$ cat src/rtl/ps2_keyboard_matrix.sv
// PS/2 set-2 keyboard receiver feeding the C64 64-bit keyboard matrix mask.
// Ports: clk, rst (sync, active-high); i_ps2_clk/i_ps2_data raw async PS/2 lines;
//   o_keyboard_mask bit row*8+col set while held; o_code last byte received;
//   o_code_valid pulse on new byte; o_frame_err pulse on parity/start/stop/timeout.
module ps2_keyboard_matrix #(
    parameter int    TIMEOUT       = 8000,
    parameter string MEM_INIT_FILE = "ps2map.vh"
) (
    input  logic        clk,
    input  logic        rst,
    input  logic        i_ps2_clk,
    input  logic        i_ps2_data,
    output logic [63:0] o_keyboard_mask,
    output logic [7:0]  o_code,
    output logic        o_code_valid,
    output logic        o_frame_err
);

    localparam logic [1:0] S_IDLE   = 2'd0;
    localparam logic [1:0] S_DATA   = 2'd1;
    localparam logic [1:0] S_PARITY = 2'd2;
    localparam logic [1:0] S_STOP   = 2'd3;

    localparam int             WDW     = $clog2(TIMEOUT + 1);
    localparam logic [WDW-1:0] WD_LAST = WDW'(TIMEOUT - 1);

    // An empty map name selects a keyboard with no mapped keys.
    localparam bit MAP_EN = (MEM_INIT_FILE != "");

    // Scan code -> {mapped, row*8+col}; row = CIA PA bit, col = CIA PB bit.
    function automatic logic [6:0] lut(input logic [7:0] c);
        lut = 7'd0;
        case (c)
            8'h66: lut = {1'b1, 6'd0};   // Backspace -> INST/DEL
            8'h5A: lut = {1'b1, 6'd1};   // Enter -> RETURN
            8'h83: lut = {1'b1, 6'd3};   // F7
            8'h05: lut = {1'b1, 6'd4};   // F1
            8'h04: lut = {1'b1, 6'd5};   // F3
            8'h03: lut = {1'b1, 6'd6};   // F5
            8'h26: lut = {1'b1, 6'd8};   // 3
            8'h1D: lut = {1'b1, 6'd9};   // W
            8'h1C: lut = {1'b1, 6'd10};  // A
            8'h25: lut = {1'b1, 6'd11};  // 4
            8'h1A: lut = {1'b1, 6'd12};  // Z
            8'h1B: lut = {1'b1, 6'd13};  // S
            8'h24: lut = {1'b1, 6'd14};  // E
            8'h12: lut = {1'b1, 6'd15};  // LShift
            8'h2E: lut = {1'b1, 6'd16};  // 5
            8'h2D: lut = {1'b1, 6'd17};  // R
            8'h23: lut = {1'b1, 6'd18};  // D
            8'h36: lut = {1'b1, 6'd19};  // 6
            8'h21: lut = {1'b1, 6'd20};  // C
            8'h2B: lut = {1'b1, 6'd21};  // F
            8'h2C: lut = {1'b1, 6'd22};  // T
            8'h22: lut = {1'b1, 6'd23};  // X
            8'h3D: lut = {1'b1, 6'd24};  // 7
            8'h35: lut = {1'b1, 6'd25};  // Y
            8'h34: lut = {1'b1, 6'd26};  // G
            8'h3E: lut = {1'b1, 6'd27};  // 8
            8'h32: lut = {1'b1, 6'd28};  // B
            8'h33: lut = {1'b1, 6'd29};  // H
            8'h3C: lut = {1'b1, 6'd30};  // U
            8'h2A: lut = {1'b1, 6'd31};  // V
            8'h46: lut = {1'b1, 6'd32};  // 9
            8'h43: lut = {1'b1, 6'd33};  // I
            8'h3B: lut = {1'b1, 6'd34};  // J
            8'h45: lut = {1'b1, 6'd35};  // 0
            8'h3A: lut = {1'b1, 6'd36};  // M
            8'h42: lut = {1'b1, 6'd37};  // K
            8'h44: lut = {1'b1, 6'd38};  // O
            8'h31: lut = {1'b1, 6'd39};  // N
            8'h4D: lut = {1'b1, 6'd41};  // P
            8'h4B: lut = {1'b1, 6'd42};  // L
            8'h4E: lut = {1'b1, 6'd43};  // -
            8'h49: lut = {1'b1, 6'd44};  // .
            8'h52: lut = {1'b1, 6'd45};  // ' -> :
            8'h54: lut = {1'b1, 6'd46};  // [ -> @
            8'h41: lut = {1'b1, 6'd47};  // ,
            8'h5D: lut = {1'b1, 6'd48};  // \ -> pound
            8'h5B: lut = {1'b1, 6'd49};  // ] -> *
            8'h4C: lut = {1'b1, 6'd50};  // ;
            8'h59: lut = {1'b1, 6'd52};  // RShift
            8'h55: lut = {1'b1, 6'd53};  // =
            8'h4A: lut = {1'b1, 6'd55};  // /
            8'h16: lut = {1'b1, 6'd56};  // 1
            8'h0E: lut = {1'b1, 6'd57};  // ` -> left arrow
            8'h14: lut = {1'b1, 6'd58};  // LCtrl
            8'h1E: lut = {1'b1, 6'd59};  // 2
            8'h29: lut = {1'b1, 6'd60};  // Space
            8'h0D: lut = {1'b1, 6'd61};  // Tab -> C=
            8'h15: lut = {1'b1, 6'd62};  // Q
            8'h76: lut = {1'b1, 6'd63};  // Esc -> RUN/STOP
            default: lut = 7'd0;
        endcase
    endfunction

    // Synchronizers; idle-high reset values avoid a false edge out of reset.
    logic clk_s1_q, clk_s2_q, clk_prev_q;
    logic dat_s1_q, dat_s2_q;
    logic fall;

    always_ff @(posedge clk) begin
        if (rst) begin
            clk_s1_q   <= 1'b1;
            clk_s2_q   <= 1'b1;
            clk_prev_q <= 1'b1;
            dat_s1_q   <= 1'b1;
            dat_s2_q   <= 1'b1;
        end else begin
            clk_s1_q   <= i_ps2_clk;
            clk_s2_q   <= clk_s1_q;
            clk_prev_q <= clk_s2_q;
            dat_s1_q   <= i_ps2_data;
            dat_s2_q   <= dat_s1_q;
        end
    end

    assign fall = clk_prev_q & ~clk_s2_q;

    // Frame receiver
    logic [1:0]     state_q, state_d;
    logic [2:0]     cnt_q, cnt_d;
    logic [7:0]     sh_q, sh_d;
    logic           par_q, par_d;
    logic [WDW-1:0] wd_q, wd_d;
    logic [7:0]     code_q, code_d;
    logic           valid_q, valid_d;
    logic           err_q, err_d;

    always_comb begin
        state_d = state_q;
        cnt_d   = cnt_q;
        sh_d    = sh_q;
        par_d   = par_q;
        wd_d    = wd_q;
        code_d  = code_q;
        valid_d = 1'b0;
        err_d   = 1'b0;

        if (state_q != S_IDLE && wd_q == WD_LAST) begin
            // Gap reached TIMEOUT cycles: abandon the partial frame.
            state_d = S_IDLE;
            wd_d    = '0;
            err_d   = 1'b1;
        end else begin
            if (state_q != S_IDLE)
                wd_d = fall ? '0 : wd_q + WDW'(1);
            if (fall) begin
                case (state_q)
                    S_IDLE: begin
                        if (!dat_s2_q) begin
                            state_d = S_DATA;
                            cnt_d   = 3'd0;
                            wd_d    = '0;
                        end else begin
                            err_d = 1'b1;
                        end
                    end
                    S_DATA: begin
                        sh_d  = {dat_s2_q, sh_q[7:1]};
                        cnt_d = cnt_q + 3'd1;
                        if (cnt_q == 3'd7)
                            state_d = S_PARITY;
                    end
                    S_PARITY: begin
                        par_d   = dat_s2_q;
                        state_d = S_STOP;
                    end
                    default: begin
                        state_d = S_IDLE;
                        wd_d    = '0;
                        if (dat_s2_q && (^sh_q ^ par_q)) begin
                            code_d  = sh_q;
                            valid_d = 1'b1;
                        end else begin
                            err_d = 1'b1;
                        end
                    end
                endcase
            end
        end
    end

    always_ff @(posedge clk) begin
        if (rst) begin
            state_q <= S_IDLE;
            cnt_q   <= '0;
            sh_q    <= '0;
            par_q   <= 1'b0;
            wd_q    <= '0;
            code_q  <= '0;
            valid_q <= 1'b0;
            err_q   <= 1'b0;
        end else begin
            state_q <= state_d;
            cnt_q   <= cnt_d;
            sh_q    <= sh_d;
            par_q   <= par_d;
            wd_q    <= wd_d;
            code_q  <= code_d;
            valid_q <= valid_d;
            err_q   <= err_d;
        end
    end

    // Make/break decoder and matrix mask
    logic        brk_q, brk_d;
    logic        ext_q, ext_d;
    logic        look_q, look_d;
    logic        lbrk_q, lbrk_d;
    logic        lext_q, lext_d;
    logic [6:0]  rom_q, rom_d;
    logic [63:0] mask_q, mask_d;

    always_comb begin
        brk_d  = brk_q;
        ext_d  = ext_q;
        look_d = 1'b0;
        lbrk_d = lbrk_q;
        lext_d = lext_q;
        rom_d  = rom_q;

        if (err_q) begin
            // A damaged frame may have been a prefix; forget both flags.
            brk_d = 1'b0;
            ext_d = 1'b0;
        end else if (valid_q) begin
            case (code_q)
                8'hF0: brk_d = 1'b1;
                8'hE0: ext_d = 1'b1;
                8'hE1, 8'hAA: ;
                default: begin
                    rom_d  = MAP_EN ? lut(code_q) : 7'd0;
                    look_d = 1'b1;
                    lbrk_d = brk_q;
                    lext_d = ext_q;
                    brk_d  = 1'b0;
                    ext_d  = 1'b0;
                end
            endcase
        end
    end

    always_comb begin
        mask_d = mask_q;
        if (look_q && rom_q[6] && !lext_q)
            mask_d[rom_q[5:0]] = ~lbrk_q;
    end

    always_ff @(posedge clk) begin
        if (rst) begin
            brk_q  <= 1'b0;
            ext_q  <= 1'b0;
            look_q <= 1'b0;
            lbrk_q <= 1'b0;
            lext_q <= 1'b0;
            rom_q  <= '0;
            mask_q <= '0;
        end else begin
            brk_q  <= brk_d;
            ext_q  <= ext_d;
            look_q <= look_d;
            lbrk_q <= lbrk_d;
            lext_q <= lext_d;
            rom_q  <= rom_d;
            mask_q <= mask_d;
        end
    end

    assign o_keyboard_mask = mask_q;
    assign o_code          = code_q;
    assign o_code_valid    = valid_q;
    assign o_frame_err     = err_q;

endmodule

$ cat config.mk
export PLATFORM = sky130hd
export DESIGN_NAME = ps2_keyboard_matrix
export DESIGN_NICKNAME = d
export VERILOG_FILES = /design/src/rtl/ps2_keyboard_matrix.sv
export SDC_FILE = /design/constraint.sdc
export NUM_CORES = 1
export LEC_CHECK = 0
export BUFFER_PORTS_ARGS = -buffer_cell sky130_fd_sc_hd__buf_4
export CAP_MARGIN = 20
export CORE_ASPECT_RATIO = 0.5
export CORE_MARGIN = 5
export CORE_UTILIZATION = 40
export CTS_CLUSTER_DIAMETER = 50
export DETAILED_ROUTE_END_ITERATION = 12
export SYNTH_ARGS = -nofsm -noshare
export SYNTH_HDL_FRONTEND = slang
export SYNTH_SLANG_ARGS = --single-unit
$ cat constraint.sdc
create_clock -name clk -period 2.18 [get_ports clk]
set_clock_uncertainty 0.05 [all_clocks]
set_input_delay 0.109 -clock clk [delete_from_list [all_inputs] [get_ports clk]]
set_output_delay 0.109 -clock clk [all_outputs]
set_load 0.005 [all_outputs]
Yosys cells after proc, flatten, opt, wreduce, memory -nomap -nowiden

Memories as Yosys holds them, arrays and structs flattened. A register that Yosys moved wholly into a read port is not among the register bits.
Cells that the tools add are included.

Memories kept: 1
Word-level logic and storage cells: 95
Memory bits (read-only): 1792
Bits of input ports: 4
Bits in registers: 111
Output and inout port bits: 74

Memory list:

| memory          | depth | bits a word | read ports | clocked after Yosys merged registers in | wr ports | RTL line | source |
|---|---|---|---|---|---|---|---|
| (no name shown) | 256   | 7           | 1          | 1                                       | 0        | 33       | `case (c)` |

Bitwise logic cells: 12
$add $sub $neg: 2
Multiplexer cells: 22
Equality and inequality tests: 10
$lt $le $gt $ge: 2
Reductions and logical operators: 27

Operator list:

| kind                    | count |
|---|---|
| $bwmux W64              | 1 |
| $mux W13                | 4 |
| $eq A8 B8 Y1 const B    | 4 |
| $pmux W13 S2            | 1 |
| $add A13 B1 Y13 const B | 1 |
| $eq A13 B13 Y1 const B  | 1 |
| $reduce_and A3 Y1       | 4 |
| $reduce_or A3 Y1        | 4 |
| $not A1 Y1              | 10 |
| $reduce_and A4 Y1       | 2 |
| $reduce_xor A8 Y1       | 1 |
| $lt A6 B7 Y1 const B    | 1 |
| $mux W1                 | 7 |
| $demux W1 S6            | 1 |
| $ge A6 B1 Y1 const B    | 1 |
| $pmux W1 S2             | 3 |
| $pmux W2 S3             | 1 |
| $pmux W3 S2             | 1 |
| $reduce_or A2 Y1        | 3 |
| $reduce_or A6 Y1        | 1 |
| $logic_and A1 B1 Y1     | 5 |
| $mux W2                 | 2 |
| $ne A2 B2 Y1 const B    | 2 |
| $reduce_and A2 Y1       | 2 |
| other kinds (11)        | 12 |

Depth between registers and ports, before layout

Depth after elaboration: 7
Mapped depth: 10
Depth with buffers taken out: 8

Worst setup path before layout

No wires, ideal clock.

Path type: register to register
Start point: reg code_q[1], in the netlist o_code[1]
End point: reg rom_q[0]
Setup slack: -0.182 ns
Arrival: 2.175 ns
Clock period less this slack: 2.362 ns
Cell stages (with the launch flop): 9
Path buffers: 1
Data required time: 1.993 ns
Path through: dfxtp_1 -> buf_2 -> inv_1 -> ha_1 -> mux2_2 -> a221o_1 -> and3_1 -> o311ai_0 -> a211oi_1

Cells in the longest elaborated chain, start to end: 4

Ends and longest elaborated chain:

| what                               | RTL line | source |
|---|---|---|
| from (decl)                        | 126      | `logic [7:0] code_q, code_d;` |
| from (signal assigned)             | 200      | `code_q <= code_d;` |
| $eq A8 B8 Y1                       | 228      | `case (code_q)` |
| $reduce_or A4 Y1 (no source line)  | --       |  |
| $not A1 Y1 (no source line)        | --       |  |
| $reduce_and A3 Y1 (no source line) | --       |  |
| to (decl)                          | 212      | `logic [6:0] rom_q, rom_d;` |

Several ways; a longest one is shown, not always the timed one.
A chain may end at the register's enable or synchronous reset.

Final worst setup path

Start point: reg code_q[1], in the netlist o_code[1]
End point: reg rom_q[4]

Same word-level chain as after synthesis.

==> results.yml <==
synthesis:
  netlist_instances: 707
  synth-edff-count: 0
  avgSynthCellArea_sq_um: 8.39
  ys_seq_area_share_pct: 39.8
  ys_ff_latch: 118
  synth_area_sq_um: 5930
  synth_top_flop_cell: "dfxtp_1"
  synth_fp_nets: 724
  synthArstFlopShare_pct: 0
  yosysWarnings: 0
  yosysUniqueCellTypes: 71
floorplan:
  die_h_um: 96.1
  start_util_pct: 40.9
  pin_count: 78
  die_w_um: 182
  dieArea_sq_um: 17500
  core_sq_um: 14500
  rows: 31
timing:
  setup_viol: 0
  rsz0062_at_grt: "true"
  setup_ws_ns: 0.0461
  drv_slew: 0
  fin_crit_ns: 2.13
  tightest_slew_ns: 0.577
  fmax_ghz: 0.469
  slew-limit-headroom_pct: 61.2
  finalCritPeriodShare_pct: 97.9
  timing_hold_violations_final: 0
routing:
  drt_iter0_drc: 405
  drc: 0
  dr.pass1.iters: 5
  drtAntennaViolNets: 0
  wl_per_cell_um: 16.4
  postRouteWirelength_um: 16400
  viasPerCell: 5.49
  route.vias.total: 5493
setup_path:
  worstSetupStartpointType: "flop"
  cp_slowest_cell: "or4_4"
  worstPathCellList: "clkinvlp_4 -> ha_2 -> and3b_1 -> o21ai_2 -> nand4b_1 -> or4_4 -> a21oi_2"
  cp_top_family: "simple AND/OR/NAND/NOR gates"
  crit_fanout: 4
  arrival_ns: 2.42
  cpPeakStageDelay_ns: 0.58
  crit_required_ns: 2.47
  critical_path_class: "reg2reg"
  worstSetupEndpointType: "flop"
  critPathBufInv: 1
layout:
  finalInstanceArea_sq_um: 7490
  drive_above_1_share_pct: 23.4
  syn_to_final_growth_pct: 26.3
  antenna_cells: 0
  nets: 806
  postLayoutCoreUtil_pct: 51.7
  nFillCells: 1407
global_route:
  grt_pass1_vias: 4949
  gr-total-overflow: 0
  antenna_found_initial: 0
  grt_max_degree: 69
  grt_pass1_wl_um: 26300
  grt_usage_pct: 18.7
clock_network:
  clock_sinks: 118
  cts_root_buf: "clkbuf_16"
  cts_tree: "done"
  clk_pin_slew_ns: 0.06
  htreeDepth: 4
  cts_buffer_depth: 2
  numCtsBuffers: 17
  clock_latency_ns: 0.41
placed_design:
  placement.io_buffers: 77
  gp_congestion: 0.862
  dpl_cell_area_sq_um: 6810
  pre_cts_ws_ns: 0.0143
  dp_hpwl_um: 11300
run:
  cap_violations: 0
min_path:
  hold_path_class: "in2reg"
pwr:
  p_leak_nw: 2.93
  ir_drop_uv: 378
  p_per_area_nw_per_um2: 651
run_status:
  status: "finished, final reports clean"
[logic make-up after synthesis]
logic type                 after synthesis  share of synthesized area (%)
DFF                                    118                           39.8
buffers and inverters                   78                           6.26
and+or+nand+nor                        242                           22.0
muxes                                   24                           4.09
xor gates and xnor gates                19                           3.16
adders and majority gates               13                           2.74
AOI/OAI and AO/OA                      213                           21.9
[Yosys cell counts, types with 8 or more instances]
cell      instances  area [sq um]
a211oi_1         15           113
nor2b_1           8          50.1
inv_1            13          48.8
or3_1            45           282
o21ai_0          59           295
a21oi_1          77           385
nand2b_1          8          50.1
dfxtp_1         118          2360
ha_1             13           163
nor3_1           11          55.1
xnor2_1          10          87.6
clkbuf_1         36           135
nand3_1          15          75.1
a31oi_1          11          68.8
mux2i_1          22           220
buf_2            15          75.1
a311oi_1         17           149
nand2_1          34           128
nor2_1           72           270
[layout make-up]
class / count / area (sq um) / share of cell area [%]
Clock buffer: 22 / 454 / 6.06
Clock inverter: 10 / 105 / 1.40
Tap cell: 198 / 248 / 3.31
Timing Repair Buffer: 127 / 987 / 13.2
Multi-Input combinational cell: 511 / 3270 / 43.7
Inverter: 14 / 56.3 / 0.751
Sequential cell: 118 / 2370 / 31.6
[per-layer routing]
layer / GRT usage, % / up-vias / share of wire [%]
li1: - / 2724 / -
met1: 25.6 / 2592 / 49
met2: 29.0 / 154 / 45
met3: 4.53 / 23 / 5.5
met4: 6.74 / 0 / 1.4
met5: 0 / - / 0
[stage by stage]
stage	power [mW]	cells	setup TNS [ns]	hold WS, ns
2_1_floorplan	2.26	707	0	0.163
3_3_place_gp	2.28	963	0	0.247
3_5_place_dp	2.28	963	0	0.247
4_1_cts	4.93	997	0	0.0594
5_1_grt	5.08	1000	-0.179	0.0739
6_report	4.88	1000	0	0.0732
[registers in the layout, indices dropped and copies added (netlist names)]
name             cells
o_keyboard_mask     64
wd_q                13
o_code               8
sh_q                 8
rom_q                7
cnt_q                3
state_q              2
brk_q                1
clk_prev_q           1
clk_s1_q             1
clk_s2_q             1
dat_s1_q             1
dat_s2_q             1
ext_q                1
lbrk_q               1
lext_q               1
look_q               1
o_code_valid         1
o_frame_err          1
par_q                1
[worst paths after layout]
| path | slack (ns) | from | cells past startpoint | end |
|---|---|---|---|---|
| setup / recovery | 0.05 | o_code[1]$_SDFFE_PP0P_ | 7 | rom_q[4]$_SDFFE_PP0P_ |
| hold / removal | 0.07 | rst | 2 | sh_q[1]$_SDFFE_PP0P_ |
| setup reg to reg | 0.05 | o_code[1]$_SDFFE_PP0P_ | 7 | rom_q[4]$_SDFFE_PP0P_ |
| hold reg to reg | 0.36 | dat_s1_q$_SDFF_PP1_ | 1 | dat_s2_q$_SDFF_PP1_ |
[layout by cell type (no fill, tap or decap), types with 6 or more instances in the layout]
cell type	n
inv_1	12
o21ai_0	59
xor2_1	7
a31oi_1	11
nand2b_1	8
or3_1	45
nand2_1	34
nor2_1	72
a211oi_1	15
nor3_1	11
nand3_1	15
and3_1	6
nor2b_1	7
clkinv_2	6
buf_4	122
a21oi_1	76
a311oi_1	16
ha_1	9
xnor2_1	10
dfxtp_1	115
nand3b_1	6
mux2i_1	22
clkbuf_16	17
[power breakdown]
| part | internal [mW] | switching (mW) |
|---|---|---|
| clock network | 1.70 | 0.948 |
| registers | 2.16 | 0.00447 |
| logic | 0.0230 | 0.0463 |
| total | 3.88 | 0.998 |
[repair_timing]
action                     4_1_cts  5_1_grt
buffers inserted                 0        3
setup endpoints to repair        2       36
gates resized for setup          2       14
hold buffers                     2        0
pin swaps                        0        7
hold endpoints to repair         2        0
Note: power is estimated with default switching activity, not from simulation.
